===== config.mk =====
export PLATFORM = sky130hd
export DESIGN_NAME = pkt_frame_fsm_flat
export DESIGN_NICKNAME = d
export VERILOG_FILES = /design/src/rtl/pkt_frame_fsm_if.sv /design/src/rtl/pkt_frame_fsm.sv /design/src/flat_wrapper.sv
export SDC_FILE = /design/constraint.sdc
export NUM_CORES = 1
export LEC_CHECK = 0
export ABC_AREA = 1
export ABC_CLOCK_PERIOD_IN_PS = 2680
export CAP_MARGIN = 10
export CORE_ASPECT_RATIO = 0.7
export CORE_UTILIZATION = 36
export CTS_CLUSTER_DIAMETER = 80
export CTS_CLUSTER_SIZE = 8
export DETAILED_ROUTE_END_ITERATION = 8
export DONT_BUFFER_PORTS = 1
export GPL_TIMING_DRIVEN = 1
export PLACE_DENSITY = 0.5
export SYNTH_ARGS = -nofsm -noshare
export SYNTH_HDL_FRONTEND = slang
export SYNTH_SLANG_ARGS = --single-unit

===== constraint.sdc =====
create_clock -name clk -period 2.68 [get_ports clk]
set_clock_uncertainty 0.1 [all_clocks]
set_input_delay 0 -clock clk [delete_from_list [all_inputs] [get_ports clk]]
set_output_delay 0 -clock clk [all_outputs]
set_load 0.005 [all_outputs]

===== src/rtl/pkt_frame_fsm_if.sv =====
// Valid/ready stream bundle for pkt_frame_fsm: input beat channel plus framed output channel.
// master drives beats in and takes beats out; slave is the framer.
interface pkt_frame_fsm_if #(
  parameter int DATA_W = 8
);
  logic              in_valid;
  logic              in_head;
  logic              in_tail;
  logic [DATA_W-1:0] in_data;
  logic              in_ready;
  logic              out_valid;
  logic              out_ready;
  logic              out_sop;
  logic              out_eop;
  logic              out_abort;
  logic [DATA_W-1:0] out_data;

  modport master (
    output in_valid, in_head, in_tail, in_data, out_ready,
    input  in_ready, out_valid, out_sop, out_eop, out_abort, out_data
  );

  modport slave (
    input  in_valid, in_head, in_tail, in_data, out_ready,
    output in_ready, out_valid, out_sop, out_eop, out_abort, out_data
  );
endinterface


===== src/rtl/pkt_frame_fsm.sv =====
// Packet-framing FSM: checks head/data/tail framing and length, forwards good beats through a
// one-deep output register with SOP/EOP/abort. Optional counters under PKT_FRAME_STATS_EN.
module pkt_frame_fsm #(
  parameter int DATA_W  = 8,
  parameter int LEN_W   = 4,
  parameter int MAX_LEN = 8
) (
  input  logic             clk,
  input  logic             reset,
  pkt_frame_fsm_if.slave   bus,
  output logic [2:0]       state,
  output logic [LEN_W-1:0] pkt_len,
  output logic [1:0]       err_code,
  input  logic             err_clr
`ifdef PKT_FRAME_STATS_EN
  ,
  output logic [15:0]      pkt_cnt,
  output logic [15:0]      drop_cnt
`endif
);

  typedef enum logic [2:0] {
    S_IDLE = 3'd0,
    S_HEAD = 3'd1,
    S_DATA = 3'd2,
    S_TAIL = 3'd3,
    S_ERR  = 3'd4
  } state_t;

  localparam logic [LEN_W-1:0] LAST_CNT = LEN_W'(MAX_LEN - 1);

  state_t           cur_state, nxt_state;
  logic [LEN_W-1:0] count_q, count_d;
  logic [LEN_W-1:0] len_d;
  logic [1:0]       err_d;
  logic [1:0]       new_err;
  logic             accept;
  logic             fwd, f_sop, f_eop, f_abort;
  logic             drop, good;

  assign bus.in_ready = !bus.out_valid | bus.out_ready;
  assign accept       = bus.in_valid & bus.in_ready;
  assign state        = cur_state;

  always_comb begin
    nxt_state = cur_state;
    count_d   = count_q;
    len_d     = pkt_len;
    new_err   = 2'd0;
    fwd       = 1'b0;
    f_sop     = 1'b0;
    f_eop     = 1'b0;
    f_abort   = 1'b0;
    drop      = 1'b0;
    good      = 1'b0;
    case (cur_state)
      S_IDLE, S_TAIL, S_ERR: begin
        if (accept) begin
          if (bus.in_head) begin
            fwd   = 1'b1;
            f_sop = 1'b1;
            if (bus.in_tail) begin
              nxt_state = S_TAIL;
              f_eop     = 1'b1;
              len_d     = LEN_W'(1);
              count_d   = '0;
              good      = 1'b1;
            end else begin
              nxt_state = S_HEAD;
              count_d   = LEN_W'(1);
            end
          end else begin
            drop = 1'b1;
            // ERR swallows stray beats silently until a tail closes the broken packet
            if (cur_state == S_ERR) begin
              if (bus.in_tail) nxt_state = S_IDLE;
            end else begin
              nxt_state = S_IDLE;
              new_err   = 2'd1;
            end
          end
        end else if (cur_state == S_TAIL) begin
          nxt_state = S_IDLE;
        end
      end
      S_HEAD, S_DATA: begin
        if (accept) begin
          fwd = 1'b1;
          if (bus.in_head) begin
            nxt_state = S_ERR;
            f_eop     = 1'b1;
            f_abort   = 1'b1;
            new_err   = 2'd2;
            count_d   = '0;
          end else if (bus.in_tail) begin
            nxt_state = S_TAIL;
            f_eop     = 1'b1;
            len_d     = count_q + LEN_W'(1);
            count_d   = '0;
            good      = 1'b1;
          end else if (count_q == LAST_CNT) begin
            nxt_state = S_ERR;
            f_eop     = 1'b1;
            f_abort   = 1'b1;
            new_err   = 2'd3;
            count_d   = '0;
          end else begin
            nxt_state = S_DATA;
            count_d   = count_q + LEN_W'(1);
          end
        end
      end
      default: nxt_state = S_IDLE;
    endcase

    // first error is sticky, but a clear in the same cycle lets the new error in
    if (new_err != 2'd0 && (err_code == 2'd0 || err_clr)) err_d = new_err;
    else if (err_clr)                                      err_d = 2'd0;
    else                                                   err_d = err_code;
  end

  always_ff @(posedge clk or posedge reset) begin
    if (reset) begin
      cur_state     <= S_IDLE;
      count_q       <= '0;
      pkt_len       <= '0;
      err_code      <= 2'd0;
      bus.out_valid <= 1'b0;
      bus.out_sop   <= 1'b0;
      bus.out_eop   <= 1'b0;
      bus.out_abort <= 1'b0;
      bus.out_data  <= '0;
    end else begin
      cur_state <= nxt_state;
      count_q   <= count_d;
      pkt_len   <= len_d;
      err_code  <= err_d;
      if (fwd) begin
        bus.out_valid <= 1'b1;
        bus.out_sop   <= f_sop;
        bus.out_eop   <= f_eop;
        bus.out_abort <= f_abort;
        bus.out_data  <= bus.in_data;
      end else if (bus.out_ready) begin
        bus.out_valid <= 1'b0;
      end
    end
  end

`ifdef PKT_FRAME_STATS_EN
  always_ff @(posedge clk or posedge reset) begin
    if (reset) begin
      pkt_cnt  <= '0;
      drop_cnt <= '0;
    end else if (err_clr) begin
      pkt_cnt  <= '0;
      drop_cnt <= '0;
    end else begin
      if (good && pkt_cnt != 16'hFFFF)                          pkt_cnt  <= pkt_cnt + 16'd1;
      if ((drop || (fwd && f_abort)) && drop_cnt != 16'hFFFF)   drop_cnt <= drop_cnt + 16'd1;
    end
  end
`endif

endmodule

===== src/flat_wrapper.sv =====
// flat-port wrapper written by rule: the top's interface ports become plain ports
module pkt_frame_fsm_flat 
#(
  parameter int DATA_W  = 8,
  parameter int LEN_W   = 4,
  parameter int MAX_LEN = 8
)
  (clk, reset, state, pkt_len, err_code, err_clr, bus_in_valid, bus_in_head, bus_in_tail, bus_in_data, bus_out_ready, bus_in_ready, bus_out_valid, bus_out_sop, bus_out_eop, bus_out_abort, bus_out_data);
  pkt_frame_fsm_if #(.DATA_W(DATA_W)) bus_i ();
  input  logic clk;
  input  logic reset;
  output logic [2:0] state;
  output logic [LEN_W-1:0] pkt_len;
  output logic [1:0] err_code;
  input  logic err_clr;
  input wire logic [$bits(bus_i.in_valid)-1:0] bus_in_valid;
  input wire logic [$bits(bus_i.in_head)-1:0] bus_in_head;
  input wire logic [$bits(bus_i.in_tail)-1:0] bus_in_tail;
  input wire logic [$bits(bus_i.in_data)-1:0] bus_in_data;
  input wire logic [$bits(bus_i.out_ready)-1:0] bus_out_ready;
  output wire logic [$bits(bus_i.in_ready)-1:0] bus_in_ready;
  output wire logic [$bits(bus_i.out_valid)-1:0] bus_out_valid;
  output wire logic [$bits(bus_i.out_sop)-1:0] bus_out_sop;
  output wire logic [$bits(bus_i.out_eop)-1:0] bus_out_eop;
  output wire logic [$bits(bus_i.out_abort)-1:0] bus_out_abort;
  output wire logic [$bits(bus_i.out_data)-1:0] bus_out_data;
  assign bus_i.in_valid = bus_in_valid;
  assign bus_i.in_head = bus_in_head;
  assign bus_i.in_tail = bus_in_tail;
  assign bus_i.in_data = bus_in_data;
  assign bus_i.out_ready = bus_out_ready;
  assign bus_in_ready = bus_i.in_ready;
  assign bus_out_valid = bus_i.out_valid;
  assign bus_out_sop = bus_i.out_sop;
  assign bus_out_eop = bus_i.out_eop;
  assign bus_out_abort = bus_i.out_abort;
  assign bus_out_data = bus_i.out_data;
  pkt_frame_fsm #(.DATA_W(DATA_W), .LEN_W(LEN_W), .MAX_LEN(MAX_LEN)) u_core (.clk(clk), .reset(reset), .bus(bus_i), .state(state), .pkt_len(pkt_len), .err_code(err_code), .err_clr(err_clr));
endmodule

## Word-level counts from Yosys, hierarchy flattened

Cells that the tools add are included.

- Register bits: 25
- Input bits: 15
- Output and inout port bits: 22

- Add/subtract/negate cells: 1
- Eq/ne operators: 13
- Muxes and demuxes: 55
- Bitwise gates (word level): 2
- Reductions and logical operators: 14

Operators with widths:

| operator | number |
|---|---|
| $mux 4 | 12 |
| $mux 3 | 9 |
| $mux 1 | 19 |
| $mux 2 | 9 |
| $pmux 4 s2 | 2 |
| $ne 2x2->1 const B | 4 |
| $reduce_bool 2->1 | 4 |
| $reduce_and 7->1 | 1 |
| $eq 3x2->1 const B | 2 |
| $pmux 3 s2 | 1 |
| $ne 5x5->1 const B | 1 |
| $add 4x1->4 const B | 1 |
| $eq 4x3->1 const B | 1 |
| $ne 2x1->1 const B | 2 |
| $pmux 1 s2 | 2 |
| $pmux 2 s2 | 1 |
| $reduce_and 4->1 | 1 |
| $eq 3x1->1 const B | 1 |
| $eq 3x3->1 const B | 1 |
| $logic_not 3->1 | 1 |
| $ne 3x1->1 const B | 1 |
| $reduce_and 3->1 | 1 |
| $reduce_or 3->1 | 1 |
| $logic_not 2->1 | 1 |
| other kinds (6) | 6 |

## Longest topological paths before layout

- Word-level depth: 9
- Mapped depth: 9
- Depth with buffers taken out: 9

## Least setup slack after synthesis

No wires, ideal clock.

- Kind: reg-to-reg
- Start point: reg u_core.cur_state[1], in the netlist u_core.state[1]
- End point: reg u_core.pkt_len[0]
- Library setup time: 119 ps
- Data arrival time: 1144 ps
- Data required time: 2461 ps
- Setup slack: 1317 ps
- Stages on the path, launching flop included: 8
- Buffers on the path: 1
- Clock period less this slack: 1363 ps
- Cell sequence: dfrtp_1 > nor2_2 > nor2_2 > nor2_4 > nand2_4 > buf_6 > o21ai_2 > nand2_1

- Cells in the longest elaborated chain, start to end: 4

Ends and longest elaborated chain:

| item | line | source |
|---|---|---|
| start, declared | pkt_frame_fsm.sv:32 | `state_t cur_state, nxt_state;` |
| start signal, assigned | pkt_frame_fsm.sv:134 | `cur_state <= nxt_state;` |
| $eq 3x2->1 (tied with other cells) | pkt_frame_fsm.sv:56 | `case (cur_state)` |
| $reduce_or 3->1 / $reduce_or 2->1 (equally long branches) | pkt_frame_fsm.sv:56 |  |
| $ne 2x1->1 (no source line) (tied with other cells) | -- |  |
| $reduce_and 7->1 (no source line) | -- |  |
| end signal, assigned | pkt_frame_fsm.sv:136 | `pkt_len <= len_d;` |
| end, declared | pkt_frame_fsm.sv:12 | `output logic [LEN_W-1:0] pkt_len,` |

Several ways; a longest one is shown, not always the timed one.
A chain may end at the register's enable or synchronous reset.

## Worst setup path in the final report

- Start point: reg u_core.count_q[0]
- End point: reg u_core.err_code[0]

- Cells in the longest elaborated chain, start to end: 9

Ends and longest elaborated chain:

| item | line | source |
|---|---|---|
| start, declared | pkt_frame_fsm.sv:33 | `logic [LEN_W-1:0] count_q, count_d;` |
| start signal, assigned | pkt_frame_fsm.sv:135 | `count_q <= count_d;` |
| $eq 4x3->1 * | pkt_frame_fsm.sv:101 | `end else if (count_q == LAST_CNT) begin` |
| $mux 2 * | pkt_frame_fsm.sv:101 |  |
| $mux 2 * | pkt_frame_fsm.sv:95 | `end else if (bus.in_tail) begin` |
| $mux 2 * | pkt_frame_fsm.sv:89 | `if (bus.in_head) begin` |
| $mux 2 * | pkt_frame_fsm.sv:87 | `if (accept) begin` |
| $pmux 2 s2 * | pkt_frame_fsm.sv:56 |  |
| $reduce_bool 2->1 | pkt_frame_fsm.sv:117 | `if (new_err != 2'd0 && (err_code == 2'd0 \|\| err_clr)) err_d = new_err;` |
| $logic_and 1x1->1 | pkt_frame_fsm.sv:117 |  |
| $mux 2 / $reduce_bool 2->1 (equally long branches) | -- |  |
| end signal, assigned | pkt_frame_fsm.sv:137 | `err_code <= err_d;` |
| end, declared | pkt_frame_fsm.sv:13 | `output logic [1:0] err_code,` |

Every way passes the cells marked *; elsewhere a longest branch is shown, timed or not.

==> reports/summary.txt <==
post-route non-filler standard cell count = 230
area of the core = 3230 µm²
row count = 17
Met1 Wirelength = 1330 µm
Worst Path Arrival = 2.06 ns
Initial DRC Count = 47
routability congestion estimate = 0.937
io pins = 37
Final Hold Viols = 0
Psw = 0.000533 W
CTS buffer count = 3
Final #Nets = 200
Hold Path Class = in2reg
critical path launch point type = register
WP buf/inv = 1
vias per cell = 4.70
post-placement setup slack = 1.02 ns
antenna violations before repair = 0
Post-Place Cells = 211
clk slew on worst S/H paths = 0.09 ns
Adder-Cell Fraction of Synth Area = 0.996%
critical path class = reg2reg
Tmin final = 1.95 ns
Worst IR Drop VDD = 0.000272 V
xor/xnor cell area share of the yosys netlist = 0.697%
Clock Sinks = 25
setup ws final = 0.734 ns
Via Count = 1,081
met3 wire length = 176 µm
Area Overhead vs Synth = 19.0%
CP most frequent cell = nand2_1
multiplexer area fraction after synthesis = 0%
register share of total power = 49.4%
most common cell after layout, fill and taps aside = nand2_1
unrepaired setup endpoints after global routing = no
CTS-repair resized insts = 0
Routed Antenna Nets = 0
register area share after synthesis = 49.8%
Pins Over Slew Limit = 0
Final setup violation count = 0
Post-route DRC = 0
Combinational Power Share = 33.0%
crit path cell chain = ha_1 > nand2_1 > nor2_1 > nand2_1 > nor2_1 > nand2_1 > nand2_1 > nand2_1 > nand2_1 > dlygate4sd3_1
CTS tree = yes
max-capacitance violation count = 0
Fmax = 514 MHz
P_leak = 0.780 nW
commonest cells after routing, fill and taps aside = 77 x nand2_1, 25 x dfrtp_1, 15 x dlygate4sd3_1, 13 x inv_1
Pwr per Cell Area = 873 nW/µm²
Slowest-stage cell, CP = dlygate4sd3_1
Synth Area in Compound Gates = 5.78%
clock buffer depth = 2
largest net degree at the start of global routing = 26
# H-tree levels = 1
Placed Area = 1300 µm²
Crit path max-delay family = simple AND/OR/NAND/NOR gates
first-pass GRT wire length = 4690 µm
Post-Syn Nets = 182
Buffers on Ports = 0
Simple-Gate Fraction of Synth Area = 37.1%
die height = 51.4 µm
share of layout cells above drive strength 1 = 8.74%
mean cell area of the mapped netlist = 7.57 µm²
Initial Util = 38.9%
First-pass DRT Iterations = 4
Final Cell Area = 1500 µm²
Worst EP required = 2.80 ns
Internal = 0.000772 W
Clock Power Share = 17.7%
wire per inst = 11.8 µm
setup TNS = 0 ns
Root Buffer = clkbuf_8
Slew HR = 36.5%
worst skew pair latency = 0.27 ns
Total GRT Usage = 16.7%
Met2 Routed Length = 1160 µm
Least-Margin Pin Slew = 0.951 ns
placed wire-length estimate = 1910 µm
post-route clock period utilization = 72.6%
largest family of logic cells by synthesized area = simple AND/OR/NAND/NOR gates
crit-path max cell delay = 0.53 ns
vias in the first global route = 1,045
CP Capture Type = register
Die Wd = 72.6 µm
Inserted Diodes = 0
yosys warns = 0
register bit count reported by yosys = 25
Syn Inst Count = 166
Max Fanout on Critical Path = 5
Synth Cell Area = 1260 µm²
switching share of power = 40.9%
Synth cell types = 20
drt total wl = 2710 µm
total congestion overflow = 0
Die Area = 3730 µm²
top sig layer = met4
status = finished, final reports clean
-- sequential cells by signal, indices dropped and copies added, names as in the netlist --
signal,count
u_core.err_code,2
u_core.bus.out_eop,1
u_core.bus.out_data,8
u_core.bus.out_valid,1
u_core.count_q,4
u_core.bus.out_sop,1
u_core.pkt_len,4
u_core.state,3
u_core.bus.out_abort,1
-- per-layer routing --
layer / global-route usage (%) / vias to the layer above
met1: 22.6 / 483
met5: 0 / -
met4: 5.88 / 0
met2: 25.2 / 43
li1: - / 548
met3: 4.93 / 7
-- stage by stage --
step	power [W]	utilization, %	hold WS [ns]
final	0.00131	46.2	0.0491
after global routing	0.00142	46.2	0.112
after CTS	0.00132	46.2	0.0554
after detailed placement	0.00105	40.1	0.0165
after global placement	0.00105	40.1	0.0103
after floorplan	0.000967	-	-0.0727
-- synthesized netlist by cell type (all sizes together) --
master | count | area [µm²]
a21oi | 1 | 5.00
inv | 14 | 52.6
o21ai | 12 | 67.6
ha | 1 | 12.5
nand2 | 81 | 319
xnor2 | 1 | 8.76
nor2 | 16 | 77.6
nand3b | 1 | 7.51
dfrtp | 25 | 626
nand4 | 1 | 6.26
buf | 2 | 18.8
nand3 | 11 | 55.1
-- power by group through the flow --
stage               clock [W]  sequential (W)  combinational, W
floorplan                   0        0.000622          0.000345
global placement            0        0.000652          0.000398
detailed placement          0        0.000652          0.000402
CTS                  0.000239        0.000645          0.000431
global route         0.000249        0.000668          0.000508
finish               0.000230        0.000644          0.000431
-- logic make-up (layout without fill, tap and decap cells) --
family | Yosys count | count (layout)
flops | 25 | 25
xor+xnor | 1 | 1
buf+inv | 16 | 33
compound gates | 13 | 13
simple gates | 110 | 110
fa+ha+maj | 1 | 1
-- worst register-to-register path: cells and delay by family (launching register included) --
family,cells,cell delay [ns]
and+or+nand+nor,8,0.59
buffers and inverters,1,0.53
DFF,1,0.44
adders and majority gates,1,0.21
-- final timing paths --
check | start | end | slack [ns] | cells after the start
max | u_core.count_q[0] | u_core.err_code[0] | 0.73 | 10
min | bus_in_head | u_core.pkt_len[0] | 0.05 | 4
max reg2reg | u_core.count_q[0] | u_core.err_code[0] | 0.73 | 10
min reg2reg | u_core.bus.out_abort | u_core.bus.out_abort | 0.41 | 2
max in group asynchronous | reset | u_core.count_q[3] | 1.62 | 2
min in group asynchronous | reset | u_core.state[2] | 0.28 | 2
-- cell type report --
type                       instances  area (µm²)
timing repair buffer              15         150
sequential                        25         626
clock buffer                       3        41.3
inverter                          14        52.6
clock inverter                     1        7.51
tap                               47        58.8
multi-input combinational        125         559
fill                             321        1740
-- repair_timing --
item                                   CTS  global route
endpoints found under the hold margin   46             0
hold buffers                            15             0
setup buffers                            0             0
(Power assumes the default switching activity.)
